## src/rtl/lct_l1a_matcher_if.sv

```systemverilog
// Event record bus from the L1A matcher to the readout controller.
// Valid/ready handshake; record fields are held while valid is high and ready is low.
interface lct_l1a_matcher_if #(
  parameter int CNT_W = 24
);
  logic             evt_valid;
  logic             evt_ready;
  logic [CNT_W-1:0] evt_l1a_cnt;
  logic [7:0]       evt_match;
  logic             evt_alct;
  logic             evt_otmb;
  logic             evt_tmo;

  modport master (
    output evt_valid, evt_l1a_cnt, evt_match, evt_alct, evt_otmb, evt_tmo,
    input  evt_ready
  );

  modport slave (
    input  evt_valid, evt_l1a_cnt, evt_match, evt_alct, evt_otmb, evt_tmo,
    output evt_ready
  );
endinterface

```

## src/rtl/lct_l1a_matcher.sv

```systemverilog
// Matches each accepted L1A against an LCT look-back window, collects ALCT/OTMB
// data-available flags in L1A order, and emits complete event records.
module lct_l1a_matcher #(
  parameter int MAX_DLY    = 64,
  parameter int FIFO_DEPTH = 4,
  parameter int DAV_TMO    = 255,
  parameter int CNT_W      = 24,
  localparam int DLY_W     = $clog2(MAX_DLY),
  localparam int PTR_W     = $clog2(FIFO_DEPTH),
  localparam int TMO_W     = $clog2(DAV_TMO + 1)
) (
  input  logic              clk,
  input  logic              rst_n,
  input  logic              en,
  input  logic              l1a,
  input  logic [7:0]        lct,
  input  logic              alct_dav,
  input  logic              otmb_dav,
  input  logic [DLY_W-1:0]  lct_dly,
  input  logic [3:0]        win,
  input  logic [7:0]        kill,
  lct_l1a_matcher_if.master evt,
  output logic [CNT_W-1:0]  l1a_cnt,
  output logic              ovfl
);

  logic [7:0]            hist [MAX_DLY];
  logic [7:0]            match;
  logic [DLY_W:0]        win_lo;
  logic [DLY_W:0]        win_hi;

  logic [CNT_W-1:0]      f_cnt   [FIFO_DEPTH];
  logic [7:0]            f_match [FIFO_DEPTH];
  logic [FIFO_DEPTH-1:0] f_alct;
  logic [FIFO_DEPTH-1:0] f_otmb;
  logic [PTR_W-1:0]      rd_ptr;
  logic [PTR_W-1:0]      wr_ptr;
  logic [PTR_W:0]        count;
  logic [PTR_W:0]        occ_after;

  logic [TMO_W-1:0]      tmo_cnt;
  logic                  head_new;

  logic                  acc_l1a;
  logic                  acc_alct;
  logic                  acc_otmb;
  logic [CNT_W-1:0]      cnt_inc;
  logic                  head_vld;
  logic                  head_dav_done;
  logic                  head_tmo;
  logic                  head_done;
  logic                  pop;
  logic                  push;
  logic [FIFO_DEPTH-1:0] wr_clr;
  logic [FIFO_DEPTH-1:0] alct_sel;
  logic [FIFO_DEPTH-1:0] otmb_sel;
  logic                  alct_found;
  logic                  otmb_found;
  logic [PTR_W-1:0]      idx;

  // Look-back window: hist[j] holds lct from j+1 cycles ago, so the current lct never matches
  always_comb begin
    win_lo = {1'b0, lct_dly};
    win_hi = win_lo + {{(DLY_W-3){1'b0}}, win};
    match  = '0;
    for (int j = 0; j < MAX_DLY; j++) begin
      if ((DLY_W+1)'(j) >= win_lo && (DLY_W+1)'(j) <= win_hi)
        match = match | hist[j];
    end
    match = match & ~kill;
  end

  always_comb begin
    acc_l1a       = en & l1a;
    acc_alct      = en & alct_dav;
    acc_otmb      = en & otmb_dav;
    cnt_inc       = l1a_cnt + CNT_W'(1);
    head_vld      = (count != '0);
    head_dav_done = f_alct[rd_ptr] & f_otmb[rd_ptr];
    head_tmo      = head_vld & ~head_new & (tmo_cnt == TMO_W'(DAV_TMO));
    head_done     = head_vld & (head_dav_done | head_tmo);
    pop           = head_done & (~evt.evt_valid | evt.evt_ready);
    occ_after     = count - (PTR_W+1)'(pop);
    push          = acc_l1a & (occ_after != (PTR_W+1)'(FIFO_DEPTH));
    wr_clr        = push ? (FIFO_DEPTH'(1) << wr_ptr) : '0;
  end

  // Each DAV goes to the oldest resident entry still missing that flag
  always_comb begin
    alct_sel   = '0;
    otmb_sel   = '0;
    alct_found = 1'b0;
    otmb_found = 1'b0;
    idx        = '0;
    for (int k = 0; k < FIFO_DEPTH; k++) begin
      idx = rd_ptr + PTR_W'(k);
      if ((PTR_W+1)'(k) < count) begin
        if (!alct_found && !f_alct[idx]) begin
          alct_sel[idx] = 1'b1;
          alct_found    = 1'b1;
        end
        if (!otmb_found && !f_otmb[idx]) begin
          otmb_sel[idx] = 1'b1;
          otmb_found    = 1'b1;
        end
      end
    end
  end

  always_ff @(posedge clk or negedge rst_n) begin
    if (!rst_n) begin
      for (int j = 0; j < MAX_DLY; j++) hist[j] <= '0;
    end else begin
      hist[0] <= lct;
      for (int j = 1; j < MAX_DLY; j++) hist[j] <= hist[j-1];
    end
  end

  always_ff @(posedge clk) begin
    if (push) begin
      f_cnt[wr_ptr]   <= cnt_inc;
      f_match[wr_ptr] <= match;
    end
  end

  // Control: queue pointers, DAV flags, head timeout and output register
  always_ff @(posedge clk or negedge rst_n) begin
    if (!rst_n) begin
      rd_ptr          <= '0;
      wr_ptr          <= '0;
      count           <= '0;
      f_alct          <= '0;
      f_otmb          <= '0;
      l1a_cnt         <= '0;
      ovfl            <= 1'b0;
      tmo_cnt         <= '0;
      head_new        <= 1'b1;
      evt.evt_valid   <= 1'b0;
      evt.evt_l1a_cnt <= '0;
      evt.evt_match   <= '0;
      evt.evt_alct    <= 1'b0;
      evt.evt_otmb    <= 1'b0;
      evt.evt_tmo     <= 1'b0;
    end else begin
      if (acc_l1a) l1a_cnt <= cnt_inc;
      if (acc_l1a && !push) ovfl <= 1'b1;
      f_alct <= (f_alct | ({FIFO_DEPTH{acc_alct}} & alct_sel)) & ~wr_clr;
      f_otmb <= (f_otmb | ({FIFO_DEPTH{acc_otmb}} & otmb_sel)) & ~wr_clr;
      if (push) wr_ptr <= wr_ptr + PTR_W'(1);
      if (pop)  rd_ptr <= rd_ptr + PTR_W'(1);
      count    <= occ_after + (PTR_W+1)'(push);
      head_new <= pop | ~head_vld;
      if (head_new)
        tmo_cnt <= '0;
      else if (head_vld && !head_done)
        tmo_cnt <= tmo_cnt + TMO_W'(1);
      if (pop) begin
        evt.evt_valid   <= 1'b1;
        evt.evt_l1a_cnt <= f_cnt[rd_ptr];
        evt.evt_match   <= f_match[rd_ptr];
        evt.evt_alct    <= f_alct[rd_ptr];
        evt.evt_otmb    <= f_otmb[rd_ptr];
        evt.evt_tmo     <= head_tmo & ~head_dav_done;
      end else if (evt.evt_ready) begin
        evt.evt_valid   <= 1'b0;
      end
    end
  end

endmodule

```

## src/flat_wrapper.sv

```systemverilog
// flat-port wrapper written by rule: the top's interface ports become plain ports
module lct_l1a_matcher_flat 
#(
  parameter int MAX_DLY    = 64,
  parameter int FIFO_DEPTH = 4,
  parameter int DAV_TMO    = 255,
  parameter int CNT_W      = 24,
  localparam int DLY_W     = $clog2(MAX_DLY),
  localparam int PTR_W     = $clog2(FIFO_DEPTH),
  localparam int TMO_W     = $clog2(DAV_TMO + 1)
)
  (clk, rst_n, en, l1a, lct, alct_dav, otmb_dav, lct_dly, win, kill, l1a_cnt, ovfl, evt_evt_valid, evt_evt_l1a_cnt, evt_evt_match, evt_evt_alct, evt_evt_otmb, evt_evt_tmo, evt_evt_ready);
  lct_l1a_matcher_if #(.CNT_W(CNT_W)) evt_i ();
  input  logic clk;
  input  logic rst_n;
  input  logic en;
  input  logic l1a;
  input  logic [7:0] lct;
  input  logic alct_dav;
  input  logic otmb_dav;
  input  logic [DLY_W-1:0] lct_dly;
  input  logic [3:0] win;
  input  logic [7:0] kill;
  output logic [CNT_W-1:0] l1a_cnt;
  output logic ovfl;
  output wire logic [$bits(evt_i.evt_valid)-1:0] evt_evt_valid;
  output wire logic [$bits(evt_i.evt_l1a_cnt)-1:0] evt_evt_l1a_cnt;
  output wire logic [$bits(evt_i.evt_match)-1:0] evt_evt_match;
  output wire logic [$bits(evt_i.evt_alct)-1:0] evt_evt_alct;
  output wire logic [$bits(evt_i.evt_otmb)-1:0] evt_evt_otmb;
  output wire logic [$bits(evt_i.evt_tmo)-1:0] evt_evt_tmo;
  input wire logic [$bits(evt_i.evt_ready)-1:0] evt_evt_ready;
  assign evt_evt_valid = evt_i.evt_valid;
  assign evt_evt_l1a_cnt = evt_i.evt_l1a_cnt;
  assign evt_evt_match = evt_i.evt_match;
  assign evt_evt_alct = evt_i.evt_alct;
  assign evt_evt_otmb = evt_i.evt_otmb;
  assign evt_evt_tmo = evt_i.evt_tmo;
  assign evt_i.evt_ready = evt_evt_ready;
  lct_l1a_matcher #(.MAX_DLY(MAX_DLY), .FIFO_DEPTH(FIFO_DEPTH), .DAV_TMO(DAV_TMO), .CNT_W(CNT_W)) u_core (.clk(clk), .rst_n(rst_n), .en(en), .l1a(l1a), .lct(lct), .alct_dav(alct_dav), .otmb_dav(otmb_dav), .lct_dly(lct_dly), .win(win), .kill(kill), .evt(evt_i), .l1a_cnt(l1a_cnt), .ovfl(ovfl));
endmodule
```

## config.mk

```make
export PLATFORM = sky130hd
export DESIGN_NAME = lct_l1a_matcher_flat
export DESIGN_NICKNAME = d
export VERILOG_FILES = /design/src/rtl/lct_l1a_matcher_if.sv /design/src/rtl/lct_l1a_matcher.sv /design/src/flat_wrapper.sv
export SDC_FILE = /design/constraint.sdc
export NUM_CORES = 1
export LEC_CHECK = 0
export ABC_CLOCK_PERIOD_IN_PS = 13450
export BUFFER_PORTS_ARGS = -buffer_cell sky130_fd_sc_hd__buf_2
export CORE_ASPECT_RATIO = 0.75
export CORE_MARGIN = 5
export CORE_UTILIZATION = 40
export DETAILED_ROUTE_END_ITERATION = 16
export PLACE_DENSITY_LB_ADDON = 0.08
export SLEW_MARGIN = 0
export SYNTH_ARGS = -nofsm -noshare
export SYNTH_HDL_FRONTEND = slang
export SYNTH_SLANG_ARGS = --single-unit
```

## constraint.sdc

```tcl
create_clock -name clk -period 13.45 [get_ports clk]
set_clock_uncertainty 0.2 [all_clocks]
set_input_delay 1.345 -clock clk [delete_from_list [all_inputs] [get_ports clk]]
set_output_delay 1.345 -clock clk [all_outputs]
set_load 0.02 [all_outputs]
```

# Word level (Yosys, flattened, before mapping)
# Memories as Yosys holds them, arrays and structs flattened. A register that Yosys moved wholly into a read port is not among the register bits.
# Cells that the tools add are included.
# Widths: inputs -> output; s select.
# op_classes
add_sub_neg	9
order_cmp	139
eq_ne	2
shift	1
n_mux	123
bitwise	95
reduce_logical	94
# op_table
op	count
$mux 8	66
$or 8x8->8	63
$le 6x7->1 const A	32
$ge 6x6->1 const A	31
$le 5x7->1 const A	16
$ge 5x6->1 const A	16
$logic_and 1x1->1	75
$mux 4	17
$le 4x7->1 const A	8
$ge 4x6->1 const A	8
$or 4x4->4	8
$le 3x7->1 const A	4
$mux 1	28
$add 24x1->24 const B	1
$ge 3x6->1 const A	4
$and 4x4->4	4
$bmux 1 s2	8
$logic_not 1->1	16
$le 1x7->1 const A	2
$le 2x7->1 const A	2
$ge 1x6->1 const A	2
$ge 2x6->1 const A	2
$lt 2x3->1 const B	4
$and 1x1->1	10
20 further kinds	36
# word_totals
reg_bits	565
mem_bits_rw	128
in_bits	33
n_memories	2
# mem_list
name	words	word_bits	read_ports	rd_clocked_by_memory_dff	write_ports	line	rtl
u_core.f_cnt	4	24	1	1	1	lct_l1a_matcher.sv:32	logic [CNT_W-1:0] f_cnt [FIFO_DEPTH];
u_core.f_match	4	8	1	1	1	lct_l1a_matcher.sv:33	logic [7:0] f_match [FIFO_DEPTH];

# Logic depth before layout (Yosys ltp)
# logic_depth
ltp_word	131
depth_mapped	15
mapped_depth_nobuf	14

# Least setup slack after synthesis
# Ideal clock, no wire load.
# synth_timing
kind	input to register
startpoint	in lct_dly[0]
endpoint	mem u_core.f_match[0][4], data pin
setup_ns	0.286
arrival_time_ns	4.433
path_slack_ns	8.530
cell_stages	11
path_buffers	0
path_cell_list	ha_1 > fa_1 > a211oi_4 > nor2_1 > a211o_1 > o311a_1 > a22o_1 > a221o_1 > or3_1 > nor4_1 > a31oi_1
# synth_between
elab_chain_len	131
# synth_lines
item	line	rtl
from (decl)	flat_wrapper.sv:21	input logic [DLY_W-1:0] lct_dly;
$add 6x4->7	lct_l1a_matcher.sv:64	win_hi = win_lo + {{(DLY_W-3){1'b0}}, win};
$le 1x7->1	lct_l1a_matcher.sv:67	if ((DLY_W+1)'(j) >= win_lo && (DLY_W+1)'(j) <= win_hi)
$logic_and 1x1->1	lct_l1a_matcher.sv:67	
$mux 8	lct_l1a_matcher.sv:67	
$or 8x8->8	lct_l1a_matcher.sv:68	match = match | hist[j];
$mux 8	lct_l1a_matcher.sv:67	
$or 8x8->8	lct_l1a_matcher.sv:68	
$mux 8	lct_l1a_matcher.sv:67	
(+116 left out)	--	
$or 8x8->8	lct_l1a_matcher.sv:68	
$mux 8	lct_l1a_matcher.sv:67	
$or 8x8->8	lct_l1a_matcher.sv:68	
$mux 8	lct_l1a_matcher.sv:67	
$or 8x8->8	lct_l1a_matcher.sv:68	
$mux 8 *	lct_l1a_matcher.sv:67	
$and 8x8->8 *	lct_l1a_matcher.sv:70	match = match & ~kill;
via u_core.match[4]	lct_l1a_matcher.sv:28	logic [7:0] match;
to (decl)	lct_l1a_matcher.sv:33	
# Mark *: on every way through the listed nets, which the timed path passes. The rest lies on a longest branch.

# Final worst setup path
# layout_timing
startpoint	in lct_dly[0]
endpoint	mem u_core.f_match[3][3], data pin
# The elaborated chain is that of the path after synthesis.

==> flow_metrics.env <==
export IMPL_routabilityCongestion=1.01
export IMPL_tightest_slew_ns=1.43
export IMPL_final_cells=3045
export IMPL_grt_max_degree=115
export IMPL_cts_repair_resized=0
export IMPL_ys_seq_elements=725
export IMPL_cts_hold_fix_buffers=0
export IMPL_synth_simple_area_share=0.0897
export IMPL_worst_ep_required_time_ns=13.55
export IMPL_cts_sink_count=725
export IMPL_p_seq_frac=0.447
export IMPL_drv_cap=0
export IMPL_start_util=0.402
export IMPL_ys_types=89
export IMPL_p_int_mw=4.09
export IMPL_die_area_sq_um=73800
export IMPL_fillCellCount=6031
export IMPL_synthFlopType="dfrtp_1"
export IMPL_total_leakage_power_nw=13.1
export IMPL_power_mw=5.92
export IMPL_core_sq_um=68100
export IMPL_power_frac_comb=0.210
export IMPL_h_tree_depth=3
export IMPL_dr_pass1_iters=10
export IMPL_p_sw_frac=0.308
export IMPL_layout_drive_gt1_share=0.194
export IMPL_worst_setup_path_type="input pin to flop"
export IMPL_fin_setup_tns_ns=0
export IMPL_synth_compound_area_frac=0.133
export IMPL_place_ws_ns=6.93
export IMPL_synth_mux_area_frac=0.0481
export IMPL_relSlewSlack=0.0439
export IMPL_synthToLayoutAreaGrowth_pct=15.9
export IMPL_grt_pass1_wl_microns=150000
export IMPL_fp_row_count=83
export IMPL_synth_top_cell_area_share=0.545
export IMPL_period_needed_ns=5.99
export IMPL_pwr_share_clk=0.342
export IMPL_cts_tree="yes"
export IMPL_numCtsBuffers=71
export IMPL_p_per_area_nw_per_um2=187
export IMPL_outcome="finished clean"
export IMPL_seq_area_sq_um=18800
export IMPL_slew_viol_final=0
export IMPL_avgSynthCellArea_sq_um=14.2
export IMPL_netSwitchingPower_mw=1.82
export IMPL_antenna_found_initial=4
export IMPL_vias=19200
export IMPL_final_nets=2155
export IMPL_cts_setup_buffers=0
export IMPL_end_kind="flop"
export IMPL_ir_drop_uv=91.6
export IMPL_yosysTopAreaCell="dfrtp_1"
export IMPL_hold_viol_final=0
export IMPL_synthTopCellsByCount="dfrtp_1 (596), nand2_1 (140), edfxtp_1 (128)"
export IMPL_postSynthCellCount=1926
export IMPL_clk_pin_slew_ns=0.06
export IMPL_crit_arrival_ns=6.09
export IMPL_overflow=0
export IMPL_synth_async_reset_ratio=0.823
export IMPL_synth_edff_count=128
export IMPL_synth_area_leaders="dfrtp_1 (54%), edfxtp_1 (14%), mux4_2 (3.3%), a22oi_1 (2.9%), nand2_1 (1.9%)"
export IMPL_synthAdderAreaFrac=0.0103
export IMPL_setup_viol=0
export IMPL_ios=94
export IMPL_hp_class="flop to flop"
export IMPL_ant_nets=0
export IMPL_grt_usage=0.285
export IMPL_ys_warn_count=0
export IMPL_setup_ws_ns=7.46
export IMPL_cts_max_path_buffers=3
export IMPL_avgRoutedWirePerCell_microns=35.0
export IMPL_synth_xor_area_frac=0.0188
export IMPL_path_max_fanout=14
export IMPL_synth_top_family_by_area="compound AO/OA/AOI/OAI gates"
export IMPL_synth_fp_nets=1981
export IMPL_vias_per_cell=6.29
export IMPL_clk_latency_ns=0.64
export IMPL_die_h_microns=237
export IMPL_drc=0
export IMPL_rsz0062_at_grt="false"
export IMPL_drt_initial_drc_count=2650
export IMPL_yosysMostFrequentCell="dfrtp_1"
export IMPL_post_dp_hpwl_microns=76400
export IMPL_multiInputGateArea_sq_um=8330
export IMPL_port_buffers=93
export IMPL_die_w_microns=312
export IMPL_grt_pass1_vias=19200
export IMPL_synth_seq_area_share=0.686
export IMPL_max_freq_mhz=167
export IMPL_period_share=0.446
export IMPL_dp_cells=2919
export IMPL_synthesis_area_sq_um=27400
export IMPL_clockRootBuffer="clkbuf_16"
export IMPL_drt_wl_total_microns=107000
export IMPL_worst_setup_path_start_kind="input pin"
## worst max-delay path, stage by stage
cell	delay (ns)
buf_2	0.17
ha_1	0.29
fa_1	0.66
xnor2_1	0.89
a211oi_1	0.41
buf_4	0.30
a222oi_1	0.32
nand3_1	0.14
a2111oi_0	0.69
nand4_1	0.17
nor3_1	0.42
a41oi_1	0.29
## metal layers
| metal | global-route usage | vias to the layer above | wire length, microns |
|---|---|---|---|
| met4 | 0.0973 | 2 | 3910 |
| met2 | 0.394 | 1052 | 43800 |
| li1 | - | 7758 | - |
| met1 | 0.428 | 10100 | 48100 |
| met3 | 0.0885 | 253 | 10800 |
| met5 | 0 | - | 13 |
## power by group through the flow
stage                     combinational, mW  sequential [mW]  clock, mW
final                                  1.24             2.65       2.02
after global routing                   1.32             2.68       2.15
after CTS                              1.24             2.65       2.06
after detailed placement               1.24             2.69          0
after global placement                 1.23             2.69          0
after floorplan                       0.728             2.67          0
## final timing paths
path | startpoint | depth (start not counted) | slack, ns | end
max reg2reg | u_core.rd_ptr[0] | 12 | 8.04 | u_core.f_cnt[2][8]
max | lct_dly[0] | 12 | 7.46 | u_core.f_match[3][3]
min reg2reg | u_core.hist[106] | 0 | 0.17 | u_core.hist[98]
min in group asynchronous | rst_n | 1 | 0.55 | u_core.hist[511]
min | u_core.hist[106] | 0 | 0.17 | u_core.hist[98]
max in group asynchronous | rst_n | 3 | 10.11 | u_core.evt.evt_match[5]
## registers in the layout, indices dropped and copies added (netlist names), 2 cells and up
signal / flops
u_core.f_otmb: 4
u_core.evt.evt_match: 8
u_core.hist: 512
u_core.tmo_cnt: 8
u_core.f_cnt: 96
u_core.l1a_cnt: 24
u_core.count: 3
u_core.rd_ptr: 2
u_core.f_match: 32
u_core.evt.evt_l1a_cnt: 24
u_core.wr_ptr: 2
u_core.f_alct: 4
## cells by family after synthesis
logic type               count (synthesis)
adder cells (fa/ha/maj)                 22
AND/OR/NAND/NOR                        496
AO/OA/AOI/OAI                          458
flip-flops                             725
XOR/XNOR                                58
multiplexers                            77
buffers and inverters                   90
## final cells by class
| cell class | instances | share of cell area |
|---|---|---|
| timing repair buffer | 171 | 0.0335 |
| inverter | 20 | 0.00237 |
| tap | 892 | 0.0352 |
| clock buffer | 91 | 0.0616 |
| sequential | 725 | 0.592 |
| multi-input combinational | 1111 | 0.263 |
| antenna | 2 | 0.000158 |
| clock inverter | 33 | 0.0123 |
## per-stage QoR
stage	cell area, sq um	utilization	hold WS [ns]
6_report	31700	0.466	0.166
5_1_grt	31700	0.465	0.176
4_1_cts	31700	0.465	0.171
3_5_place_dp	29400	0.431	0.158
3_3_place_gp	29400	0.431	0.157
2_1_floorplan	27400	-	0.146
## cell usage in the layout, fill, tap and decap left out, types with 11 or more instances in the layout
master,instances
nand3_1,53
inv_1,20
and2_1,22
nor3_1,33
ha_1,21
a221oi_1,31
nor2b_1,12
nor2_1,104
nand2_1,140
edfxtp_1,128
dfrtp_1,594
nor4_1,14
a22oi_1,103
a222oi_1,33
and3_1,17
a32oi_1,26
buf_4,78
nand4_1,39
clkbuf_1,11
a21oi_1,46
xor2_1,25
a32o_1,12
mux4_2,40
a22o_1,30
buf_2,92
mux2_2,36
clkbuf_16,72
xnor2_1,32
a221o_1,13
a211oi_1,12
o21ai_0,41
No activity file was read; power rests on OpenSTA's default activity.
